## config.mk

```make
export PLATFORM = sky130hd
export DESIGN_NAME = evg_link_tx
export DESIGN_NICKNAME = d
export VERILOG_FILES = /design/src/rtl/evr_pkg.sv /design/src/rtl/evg_frame_buf.sv /design/src/rtl/evg_link_tx.sv
export SDC_FILE = /design/constraint.sdc
export NUM_CORES = 1
export LEC_CHECK = 0
export BUFFER_PORTS_ARGS = -buffer_cell sky130_fd_sc_hd__buf_4
export CAP_MARGIN = 30
export CORE_MARGIN = 3
export CORE_UTILIZATION = 52
export DETAILED_ROUTE_END_ITERATION = 7
export PLACE_DENSITY_LB_ADDON = 0.12
export SYNTH_ARGS = -nofsm -noshare
export SYNTH_HDL_FRONTEND = slang
export SYNTH_SLANG_ARGS = --single-unit
```

## constraint.sdc

```tcl
create_clock -name tx_clk -period 3 [get_ports tx_clk]
set_input_delay 0.45 -clock tx_clk [delete_from_list [all_inputs] [get_ports tx_clk]]
set_output_delay 0.45 -clock tx_clk [all_outputs]
set_load 0.1 [all_outputs]
```

## src/rtl/evr_pkg.sv

```systemverilog
// Shared constants and high-byte FSM state type for the event-link transmitter.
package evr_pkg;

    localparam logic [7:0] K28_5       = 8'hBC;
    localparam logic [7:0] K28_0       = 8'h1C;
    localparam logic [7:0] K28_1       = 8'h3C;
    localparam logic [7:0] BEACON_CODE = 8'h7E;
    localparam logic [7:0] IDLE_BYTE   = 8'h00;

    typedef enum logic [2:0] {
        ST_FILL,
        ST_SOF,
        ST_ADDR_HI,
        ST_ADDR_LO,
        ST_DATA,
        ST_CSUM,
        ST_EOF,
        ST_GAP
    } sd_state_e;

    // Two's complement of the running sum, so the frame body sums to zero.
    function automatic logic [7:0] csum8(input logic [7:0] sum);
        return ~sum + 8'd1;
    endfunction

endpackage

```

## src/rtl/evg_frame_buf.sv

```systemverilog
// Shared-data frame buffer: payload bytes, byte count, sampled address and checksum.
module evg_frame_buf
    import evr_pkg::*;
#(
    parameter int MAX_LEN = 16,
    parameter int IDX_W   = (MAX_LEN > 1) ? $clog2(MAX_LEN) : 1,
    parameter int CNT_W   = $clog2(MAX_LEN + 1)
) (
    input  logic             tx_clk,
    input  logic             aresetn,
    input  logic             clr,
    input  logic             wr_en,
    input  logic [7:0]       wr_data,
    input  logic [15:0]      wr_addr,
    input  logic [IDX_W-1:0] rd_idx,
    output logic [7:0]       rd_data,
    output logic [CNT_W-1:0] count,
    output logic [15:0]      addr,
    output logic [7:0]       csum
);

    logic [7:0]       mem_q [2**IDX_W];
    logic [CNT_W-1:0] count_q;
    logic [15:0]      addr_q;
    logic [7:0]       sum_q;

    always_ff @(posedge tx_clk) begin
        if (wr_en) begin
            mem_q[count_q[IDX_W-1:0]] <= wr_data;
        end
    end

    // Address is captured on the first byte, which also seeds the checksum.
    always_ff @(posedge tx_clk or negedge aresetn) begin
        if (!aresetn) begin
            count_q <= '0;
            addr_q  <= '0;
            sum_q   <= '0;
        end else if (clr) begin
            count_q <= '0;
            sum_q   <= '0;
        end else if (wr_en) begin
            count_q <= count_q + CNT_W'(1);
            if (count_q == '0) begin
                addr_q <= wr_addr;
                sum_q  <= wr_addr[15:8] + wr_addr[7:0] + wr_data;
            end else begin
                sum_q  <= sum_q + wr_data;
            end
        end
    end

    assign rd_data = mem_q[rd_idx];
    assign count   = count_q;
    assign addr    = addr_q;
    assign csum    = csum8(sum_q);

endmodule

```

## src/rtl/evg_link_tx.sv

```systemverilog
// Event-link transmitter: events/commas/beacons on the low byte, framed shared data on the high byte.
// Define EVG_BEACON_EN to build the beacon path.
module evg_link_tx
    import evr_pkg::*;
#(
    parameter int MAX_LEN           = 16,
    parameter int COMMA_PERIOD_LOG2 = 2
) (
    input  logic        tx_clk,
    input  logic        aresetn,
    input  logic        tx_ready,
    input  logic        ev_valid,
    input  logic [7:0]  ev_code,
    output logic        ev_ready,
    input  logic        beacon_req,
    input  logic        sd_valid,
    input  logic [7:0]  sd_data,
    input  logic        sd_last,
    input  logic [15:0] sd_addr,
    output logic        sd_ready,
    output logic [15:0] tx_data,
    output logic [1:0]  tx_charisk,
    output logic [15:0] frame_cnt
);

    localparam int IDX_W  = (MAX_LEN > 1) ? $clog2(MAX_LEN) : 1;
    localparam int CNT_W  = $clog2(MAX_LEN + 1);
    localparam int SLOT_W = (COMMA_PERIOD_LOG2 > 0) ? COMMA_PERIOD_LOG2 : 1;

    logic              run_q;
    logic [SLOT_W-1:0] slot_q;
    logic              comma_slot;
    logic              ev_pend_q, ev_pend_d;
    logic [7:0]        ev_code_q, ev_code_d;
    logic              ev_drop;
    logic [7:0]        lo_d;
    logic              lo_k;
    sd_state_e         state_q, state_d;
    logic [IDX_W-1:0]  idx_q, idx_d;
    logic [7:0]        hi_d;
    logic              hi_k;
    logic              buf_clr;
    logic              cnt_inc;
    logic              sd_take;
    logic [7:0]        buf_rd;
    logic [CNT_W-1:0]  buf_count;
    logic [15:0]       buf_addr;
    logic [7:0]        buf_csum;
    logic [15:0]       tx_data_q;
    logic [1:0]        tx_charisk_q;
    logic [15:0]       frame_cnt_q;

    assign comma_slot = (COMMA_PERIOD_LOG2 == 0) || (slot_q == '0);
    assign ev_ready   = run_q && !ev_pend_q;
    assign sd_ready   = run_q && (state_q == ST_FILL);
    assign sd_take    = sd_valid && sd_ready;

`ifdef EVG_BEACON_EN
    logic bcn_pend_q, bcn_pend_d;

    assign ev_drop = (ev_code == IDLE_BYTE) || (ev_code == BEACON_CODE);

    always_ff @(posedge tx_clk or negedge aresetn) begin
        if (!aresetn) begin
            bcn_pend_q <= 1'b0;
        end else begin
            bcn_pend_q <= bcn_pend_d;
        end
    end
`else
    logic unused_beacon_req;

    assign ev_drop           = (ev_code == IDLE_BYTE);
    assign unused_beacon_req = beacon_req;
`endif

    // Low byte: beacon, then comma, then event, then idle.
    always_comb begin
        lo_d      = IDLE_BYTE;
        lo_k      = 1'b0;
        ev_pend_d = ev_pend_q;
        ev_code_d = ev_code_q;
`ifdef EVG_BEACON_EN
        // A request landing while one is pending (or being sent) merges into it.
        bcn_pend_d = bcn_pend_q | (beacon_req & run_q);
        if (bcn_pend_q && tx_ready) begin
            lo_d       = BEACON_CODE;
            bcn_pend_d = 1'b0;
        end else if (comma_slot) begin
            lo_d = K28_5;
            lo_k = 1'b1;
        end else if (ev_pend_q && tx_ready) begin
            lo_d      = ev_code_q;
            ev_pend_d = 1'b0;
        end
`else
        if (comma_slot) begin
            lo_d = K28_5;
            lo_k = 1'b1;
        end else if (ev_pend_q && tx_ready) begin
            lo_d      = ev_code_q;
            ev_pend_d = 1'b0;
        end
`endif
        if (ev_valid && ev_ready && !ev_drop) begin
            ev_pend_d = 1'b1;
            ev_code_d = ev_code;
        end
    end

    // High-byte frame FSM; losing tx_ready mid-frame restarts it from SOF.
    always_comb begin
        state_d = state_q;
        idx_d   = idx_q;
        hi_d    = IDLE_BYTE;
        hi_k    = 1'b0;
        buf_clr = 1'b0;
        cnt_inc = 1'b0;
        if (state_q != ST_FILL && state_q != ST_GAP && !tx_ready) begin
            state_d = ST_SOF;
        end else begin
            case (state_q)
                ST_FILL: begin
                    if (sd_take && (sd_last || buf_count == CNT_W'(MAX_LEN - 1))) begin
                        state_d = ST_SOF;
                    end
                end
                ST_SOF: begin
                    hi_d    = K28_0;
                    hi_k    = 1'b1;
                    state_d = ST_ADDR_HI;
                end
                ST_ADDR_HI: begin
                    hi_d    = buf_addr[15:8];
                    state_d = ST_ADDR_LO;
                end
                ST_ADDR_LO: begin
                    hi_d    = buf_addr[7:0];
                    idx_d   = '0;
                    state_d = ST_DATA;
                end
                ST_DATA: begin
                    hi_d  = buf_rd;
                    idx_d = idx_q + IDX_W'(1);
                    if (CNT_W'(idx_q) + CNT_W'(1) == buf_count) begin
                        state_d = ST_CSUM;
                    end
                end
                ST_CSUM: begin
                    hi_d    = buf_csum;
                    state_d = ST_EOF;
                end
                ST_EOF: begin
                    hi_d    = K28_1;
                    hi_k    = 1'b1;
                    cnt_inc = 1'b1;
                    state_d = ST_GAP;
                end
                ST_GAP: begin
                    buf_clr = 1'b1;
                    state_d = ST_FILL;
                end
                default: state_d = ST_FILL;
            endcase
        end
    end

    always_ff @(posedge tx_clk or negedge aresetn) begin
        if (!aresetn) begin
            run_q        <= 1'b0;
            slot_q       <= '0;
            ev_pend_q    <= 1'b0;
            ev_code_q    <= '0;
            state_q      <= ST_FILL;
            idx_q        <= '0;
            tx_data_q    <= '0;
            tx_charisk_q <= '0;
            frame_cnt_q  <= '0;
        end else begin
            run_q        <= 1'b1;
            slot_q       <= slot_q + SLOT_W'(1);
            ev_pend_q    <= ev_pend_d;
            ev_code_q    <= ev_code_d;
            state_q      <= state_d;
            idx_q        <= idx_d;
            tx_data_q    <= {hi_d, lo_d};
            tx_charisk_q <= {hi_k, lo_k};
            if (cnt_inc) begin
                frame_cnt_q <= frame_cnt_q + 16'd1;
            end
        end
    end

    evg_frame_buf #(
        .MAX_LEN (MAX_LEN),
        .IDX_W   (IDX_W),
        .CNT_W   (CNT_W)
    ) u_frame_buf (
        .tx_clk  (tx_clk),
        .aresetn (aresetn),
        .clr     (buf_clr),
        .wr_en   (sd_take),
        .wr_data (sd_data),
        .wr_addr (sd_addr),
        .rd_idx  (idx_q),
        .rd_data (buf_rd),
        .count   (buf_count),
        .addr    (buf_addr),
        .csum    (buf_csum)
    );

    assign tx_data    = tx_data_q;
    assign tx_charisk = tx_charisk_q;
    assign frame_cnt  = frame_cnt_q;

endmodule
```

## After elaboration in Yosys (flattened, before gate mapping)

Memory sizes are Yosys's and may differ from the RTL's.
Cells that the tools add are included.

| operators by class | value |
|---|---|
| equality and inequality tests | 13 |
| mux-type cells | 26 |
| add/subtract/negate cells | 9 |
| reduce and logical (&&, ||, !) cells | 26 |
| bitwise operators | 3 |

Operators by type and width:

| operator | count |
|---|---|
| two-way mux 8 bit | 6 |
| case mux 8 bit (6 select lines) | 1 |
| adder 8 bit | 3 |
| case mux 3 bit (8 select lines) | 1 |
| adder 16 x 1 -> 16 bit, second input constant | 1 |
| equality test 3 bit, second input constant | 4 |
| two-way mux 1 bit | 12 |
| two-way mux 5 bit | 2 |
| logical AND 1 bit | 9 |
| two-way mux 3 bit | 3 |
| adder 8 x 1 -> 8 bit, second input constant | 1 |
| zero test 8 bit | 1 |
| inverter 8 bit | 1 |
| case mux 4 bit (2 select lines) | 1 |
| equality test 3 x 2 -> 1 bit, second input constant | 2 |
| inequality test 3 bit, second input constant | 2 |
| AND reduction 2 bit | 3 |
| nonzero test 2 bit | 3 |
| adder 4 x 1 -> 5 bit, second input constant | 1 |
| adder 5 x 1 -> 5 bit, second input constant | 1 |
| equality test 5 x 4 -> 1 bit, second input constant | 1 |
| equality test 5 bit | 1 |
| zero test 5 bit | 1 |
| adder 4 x 1 -> 4 bit, second input constant | 1 |
| other kinds (12) | 15 |

| word-level totals | value |
|---|---|
| bits in writable memories | 128 |
| memories | 1 |
| output and inout bits | 36 |
| input bits | 39 |
| flip-flop bits (word level) | 82 |

Memory list:

| memory | depth | width | read ports | clocked after memory_dff | wr ports | line | RTL |
|---|---|---|---|---|---|---|---|
| u_frame_buf.mem_q | 16 | 8 | 1 | 0 | 1 | evg_frame_buf.sv:22 | `logic [7:0] mem_q [2**IDX_W];` |

## Depth between registers and ports, before layout

| logic depth | value |
|---|---|
| depth in word-level cells | 7 |
| mapped depth | 10 |
| gate-level depth less buffers | 10 |

## Modules after synthesis

Synthesis repeated with hierarchy kept, for this count alone.

| unflattened totals | value |
|---|---|
| cells, all modules | 621 |
| area total of the unflattened synthesis | 9504.1 um^2 |

Modules (own cells, without submodules):

| module | cells each | instances | area each (um^2) | seq. area each (um^2) |
|---|---|---|---|---|
| evg_frame_buf | 386 | 1 | 6956.7 | 4569.4 |
| evg_link_tx | 235 | 1 | 2547.4 | 1326.3 |

## Worst setup path after synthesis

Ideal clock, no wire load.

| timing path | value |
|---|---|
| kind | register to register |
| from | register ev_pend_q |
| to | register ev_code_q[0] |
| stages on the path, launching flop included | 5 |
| period minus slack after synthesis | 2.927 ns |
| path buffers | 0 |
| setup time | 0.125 ns |
| path slack | 0.073 ns |
| data arrival time | 2.803 ns |
| cells stage by stage | dfrtp_1 -> nor2b_1 -> nand2_1 -> a21oi_1 -> mux2_2 |

| between the ends | value |
|---|---|
| word-level cells in the longest chain between the ends | 4 |

RTL lines:

| item | line | RTL |
|---|---|---|
| from (decl) | evg_link_tx.sv:33 | `logic ev_pend_q, ev_pend_d;` |
| from (signal assigned) | evg_link_tx.sv:182 | `ev_pend_q <= ev_pend_d;` |
| zero test 1 bit | evg_link_tx.sv:54 | `assign ev_ready = run_q && !ev_pend_q;` |
| logical AND 1 bit | evg_link_tx.sv:54 |  |
| via ev_ready | evg_link_tx.sv:14 | `output logic ev_ready,` |
| logical AND 1 bit (2 in a row) | evg_link_tx.sv:105 | `if (ev_valid && ev_ready && !ev_drop) begin` |
| to (signal assigned) | evg_link_tx.sv:183 | `ev_code_q <= ev_code_d;` |
| to (decl) | evg_link_tx.sv:34 | `logic [7:0] ev_code_q, ev_code_d;` |

The timed path passes the listed nets, and every way through them passes these cells.
A chain may end at the register's enable or synchronous reset.

## Worst setup path after layout

| timing path | value |
|---|---|
| from | register idx_q[1] |
| to | register tx_data_q[10] (netlist: tx_data[10]) |

| between the ends | value |
|---|---|
| word-level cells in the longest chain between the ends | 3 |

RTL lines:

| item | line | RTL |
|---|---|---|
| from (decl) | evg_link_tx.sv:39 | `logic [IDX_W-1:0] idx_q, idx_d;` |
| from (signal assigned) | evg_link_tx.sv:185 | `idx_q <= idx_d;` |
| memory read (16 x 8 bit) | -- |  |
| case mux 8 bit (6 select lines) | evg_link_tx.sv:122 | `case (state_q)` |
| two-way mux 8 bit | evg_link_tx.sv:119 | `if (state_q != ST_FILL && state_q != ST_GAP && !tx_ready) begin` |
| via hi_d[2] | evg_link_tx.sv:40 | `logic [7:0] hi_d;` |
| to (signal assigned) | evg_link_tx.sv:186 | `tx_data_q <= {hi_d, lo_d};` |
| to (decl) | evg_link_tx.sv:49 | `logic [15:0] tx_data_q;` |

The timed path passes the listed nets, and every way through them passes these cells.

==> flow_summary.html <==
<table>
<tr><th>Metric</th><th>Value</th></tr>
<tr><th colspan="2">Clock tree</th></tr>
<tr><td>Count of H-tree levels built during CTS</td><td>1</td></tr>
<tr><td>Number of buffers inserted to repair setup after CTS</td><td>0</td></tr>
<tr><td>Post-cts hold buffer count</td><td>1</td></tr>
<tr><td>Largest buffer count on any clock path</td><td>3</td></tr>
<tr><td>Clock tree from TritonCTS</td><td>done</td></tr>
<tr><td>CTS Root Buffer Type</td><td>clkbuf_16</td></tr>
<tr><td>CTS resizes</td><td>0</td></tr>
<tr><td>Number of sinks handled by clock tree synthesis</td><td>210</td></tr>
<tr><td>Worst-Skew Late Latency</td><td>500 ps</td></tr>
<tr><td>CTS clk-pin slew, worst paths</td><td>60 ps</td></tr>
<tr><td>Number of CTS-inserted buffers</td><td>23</td></tr>
<tr><th colspan="2">Placement</th></tr>
<tr><td>Placed instance count</td><td>948</td></tr>
<tr><td>Count of input and output buffers</td><td>73</td></tr>
<tr><td>Worst setup timing slack at the placement stage</td><td>313 ps</td></tr>
<tr><td>Sum of net half-perimeters after detailed placement</td><td>14300 um</td></tr>
<tr><td>Final RePlAce weighted congestion</td><td>0.859</td></tr>
<tr><th colspan="2">Timing</th></tr>
<tr><td>Setup tns final</td><td>0 ps</td></tr>
<tr><td>Min Tclk post-route</td><td>2460 ps</td></tr>
<tr><td>Final Max Slew Viols</td><td>0</td></tr>
<tr><td>Clock Skew</td><td>12.4 ps</td></tr>
<tr><td>Setup repair after global routing missed its margin</td><td>no</td></tr>
<tr><td>Number of hold-slack violations in the final timing report</td><td>0</td></tr>
<tr><td>Final-report setup violation count</td><td>0</td></tr>
<tr><td>Portion of the clock cycle consumed by the worst path in the final layout</td><td>81.9%</td></tr>
<tr><td>Min setup slack post-route</td><td>544 ps</td></tr>
<tr><td>Worst max-slew margin expressed relative to the limit</td><td>46.2%</td></tr>
<tr><td>Transition time at the pin with the least slew margin</td><td>807 ps</td></tr>
<tr><td>Max Freq</td><td>407 MHz</td></tr>
<tr><th colspan="2">Cells and area</th></tr>
<tr><td>NumNets Final</td><td>819</td></tr>
<tr><td>Area added between synthesis and finish</td><td>18.9%</td></tr>
<tr><td>Share of post-route cells with drive strength above 1</td><td>27.0%</td></tr>
<tr><td>ANT cells</td><td>0</td></tr>
<tr><td>Area of combinational cells with multiple inputs</td><td>0.00333 sq mm</td></tr>
<tr><td>Sequential cell area</td><td>0.00590 sq mm</td></tr>
<tr><td>Count of placed standard cells in the final layout, fillers left out</td><td>991</td></tr>
<tr><td>Fill cell total of the finished layout</td><td>1282</td></tr>
<tr><th colspan="2">Critical path</th></tr>
<tr><td>Total buffers and inverters traversed by the critical path</td><td>2</td></tr>
<tr><td>Highest net fanout along the worst path</td><td>16</td></tr>
<tr><td>Crit-path max cell delay</td><td>750 ps</td></tr>
<tr><td>Critical-path cell list</td><td>buf_4 &gt; mux4_2 &gt; inv_1 &gt; a2111oi_0 &gt; a2111oi_0 &gt; a211oi_1</td></tr>
<tr><td>Reg2reg path depth</td><td>6</td></tr>
<tr><td>Crit Path Category</td><td>flip-flop to flip-flop</td></tr>
<tr><td>Category of cells accounting for the largest share of critical-path delay</td><td>compound AO/OA/AOI/OAI gates</td></tr>
<tr><td>Data arrival, critical path</td><td>2840 ps</td></tr>
<tr><td>Library cell appearing most often on the critical path</td><td>a2111oi_0</td></tr>
<tr><td>R2R setup slack</td><td>540 ps</td></tr>
<tr><td>CP endpoint</td><td>tx_data[10]$_DFF_PN0_</td></tr>
<tr><td>Launch instance of the worst register-to-register path</td><td>idx_q[1]$_DFFE_PN0P_</td></tr>
<tr><td>Worst path slowest cell</td><td>dfrtp_1</td></tr>
<tr><td>Data required time of the critical path</td><td>3390 ps</td></tr>
<tr><td>Stages on the worst setup path</td><td>6</td></tr>
<tr><td>Critical Path Sink Type</td><td>flip-flop</td></tr>
<tr><td>Critical path startpoint category</td><td>flip-flop</td></tr>
<tr><td>Reg2Reg Capture Point</td><td>tx_data[10]$_DFF_PN0_</td></tr>
<tr><td>Critical path startpoint</td><td>idx_q[1]$_DFFE_PN0P_</td></tr>
<tr><th colspan="2">Yosys</th></tr>
<tr><td>Commonest register cell after synthesis</td><td>edfxtp_1</td></tr>
<tr><td>Library cells used by synthesis</td><td>54</td></tr>
<tr><td>Seq/Total Area, Yosys</td><td>62.6%</td></tr>
<tr><td>Average instance area after synthesis</td><td>14.5 sq um</td></tr>
<tr><td>Total nets after synthesis</td><td>718</td></tr>
<tr><td>FF+latch count, synth</td><td>210</td></tr>
<tr><td>Post-synth ARST share</td><td>39.0%</td></tr>
<tr><td>Total of warnings raised by yosys</td><td>0</td></tr>
<tr><td>Post-synthesis cell count</td><td>648</td></tr>
<tr><td>Post-synth design cell area</td><td>0.00943 sq mm</td></tr>
<tr><td>EDFF count, synth</td><td>128</td></tr>
<tr><th colspan="2">Detailed routing</th></tr>
<tr><td>DRT Wirelength</td><td>21000 um</td></tr>
<tr><td>WL/cell</td><td>21.2 um</td></tr>
<tr><td>Via count</td><td>5743</td></tr>
<tr><td>DR vias/cell</td><td>5.80</td></tr>
<tr><td>Number of routed nets with antenna violations</td><td>0</td></tr>
<tr><td>Total DRC errors in the routed layout</td><td>0</td></tr>
<tr><td>DR pass1 iterations</td><td>5</td></tr>
<tr><td>Iteration-0 DRC Markers</td><td>488</td></tr>
<tr><th colspan="2">Power and ir drop</th></tr>
<tr><td>Static leakage</td><td>4.35 nW</td></tr>
<tr><td>Total power per unit cell area</td><td>833 mW/mm^2</td></tr>
<tr><td>Highest ir drop seen on vdd</td><td>0.584 mV</td></tr>
<tr><td>Power Total</td><td>0.00934 W</td></tr>
<tr><th colspan="2">GRT</th></tr>
<tr><td>First-pass GRT wire length</td><td>32900 um</td></tr>
<tr><td>Maximum number of pins on one net before global-route repair</td><td>51</td></tr>
<tr><td>Number of global-route vias before repair</td><td>5870</td></tr>
<tr><td>Final global-route overflow total</td><td>0</td></tr>
<tr><td>Antenna violations before repair</td><td>0</td></tr>
<tr><td>Aggregate global-route resource usage</td><td>21.5%</td></tr>
<tr><th colspan="2">Die</th></tr>
<tr><td>Total number of placement rows</td><td>48</td></tr>
<tr><td>Die span in x</td><td>141 um</td></tr>
<tr><td>Effective utilization at floorplan</td><td>53.7%</td></tr>
<tr><td>Core area</td><td>0.0175 sq mm</td></tr>
<tr><td>Die H</td><td>141 um</td></tr>
<tr><td>Area of the die</td><td>0.0198 sq mm</td></tr>
<tr><td>Boundary Pins</td><td>75</td></tr>
<tr><th colspan="2">Worst hold path</th></tr>
<tr><td>Worst min-delay path class</td><td>input port to flip-flop</td></tr>
<tr><th colspan="2">Status</th></tr>
<tr><td>Result of the run</td><td>finished clean</td></tr>
<tr><th colspan="2">Job</th></tr>
<tr><td>Max-cap violations</td><td>0</td></tr>
</table>
-- synth_stat cells (all sizes together) (10+ instances only) --
cell type    n  area, sq um
buf         14         73.8
a21oi       21          105
nor2b       12         75.1
xor2        10         87.6
nand2       37          139
nor2        37          139
o21ai       24          120
ha          22          275
nand3       22          110
mux4        34          766
xnor2       29          254
clkbuf      16         60.1
mux2        28          315
inv         20         75.1
dfrtp       82         2050
edfxtp     128         3840
-- through the flow --
stage               area [sq um]  hold slack, ps  util (%)
CTS                        11200             173      63.9
global placement           10400             398      59.3
global route               11200             180      63.9
floorplan                   9430             154         -
detailed placement         10400             397      59.3
finish                     11200             193      63.9
-- registers in the layout, indices dropped and copies added (netlist names) --
register           cells
ev_code_q              8
u_frame_buf.addr      16
u_frame_buf.mem_q    128
tx_charisk             2
state_q                3
run_q                  1
tx_data               16
frame_cnt             16
slot_q                 2
ev_pend_q              1
u_frame_buf.sum_q      8
idx_q                  4
u_frame_buf.count      5
-- cell usage in the layout, fill, tap and decap left out, types with 5 or more instances in the layout --
master,instances
xnor2_1,29
clkbuf_16,23
nand4_1,6
clkinv_2,5
a211oi_1,5
nor3_1,7
a21o_1,6
edfxtp_1,128
and2_1,6
a2111oi_0,9
a21oi_1,21
inv_1,20
o21ai_0,23
and3_1,6
nor2b_1,12
nand3_1,22
fa_1,9
ha_1,22
bufinv_16,5
xor2_1,10
nand2b_1,8
nor2_1,37
buf_4,103
nand2_1,37
mux4_2,34
mux2_2,28
dfrtp_1,81
-- where the power goes --
part	switching [W]	total, W	internal (W)
Sequential	0.000330	0.00374	0.00341
Combinational	0.00155	0.00265	0.00109
Clock	0.00111	0.00295	0.00185
Total	0.00299	0.00934	0.00635
-- how the worst min path moves through the flow --
| stage | slack [ps] | endpoint | start | cells after the start |
|---|---|---|---|---|
| finish | 190 | ev_code_q[1]$_DFFE_PN0P_ | ev_code[1] | 2 |
| global route | 180 | ev_code_q[1]$_DFFE_PN0P_ | ev_code[1] | 2 |
| CTS | 170 | ev_code_q[1]$_DFFE_PN0P_ | ev_code[1] | 2 |
| detailed placement | 400 | slot_q[0]$_DFF_PN0_ | slot_q[0]$_DFF_PN0_ | 1 |
| global placement | 400 | slot_q[0]$_DFF_PN0_ | slot_q[0]$_DFF_PN0_ | 1 |
| floorplan | 150 | ev_code_q[0]$_DFFE_PN0P_ | aresetn | 0 |
-- cell type report --
| class | instances | area share, % |
|---|---|---|
| clock buffers | 26 | 5.23 |
| repair buffers | 106 | 7.34 |
| clock inverters | 16 | 1.95 |
| flip-flops and latches | 210 | 52.6 |
| multi-input cells | 388 | 29.7 |
| well taps | 225 | 2.51 |
| inverters | 20 | 0.670 |
-- logic make-up after synthesis --
| logic type | after synthesis | share of synthesized area [%] |
|---|---|---|
| AO/OA/AOI/OAI | 94 | 6.50 |
| other | 1 | 0.0398 |
| XOR/XNOR | 39 | 3.62 |
| multiplexers | 66 | 11.9 |
| adder cells (fa/ha/maj) | 31 | 4.83 |
| flip-flops | 210 | 62.6 |
| AND/OR/NAND/NOR | 157 | 8.34 |
| buffers and inverters | 50 | 2.22 |
-- routing by layer --
metal / GRT usage [%] / part of all wire [%]
met1: 31.2 / 45
met2: 34.7 / 47
met3: 3.26 / 5.8
met4: 5.30 / 2.2
met5: 0 / 0
No activity file was read; power rests on OpenSTA's default activity.
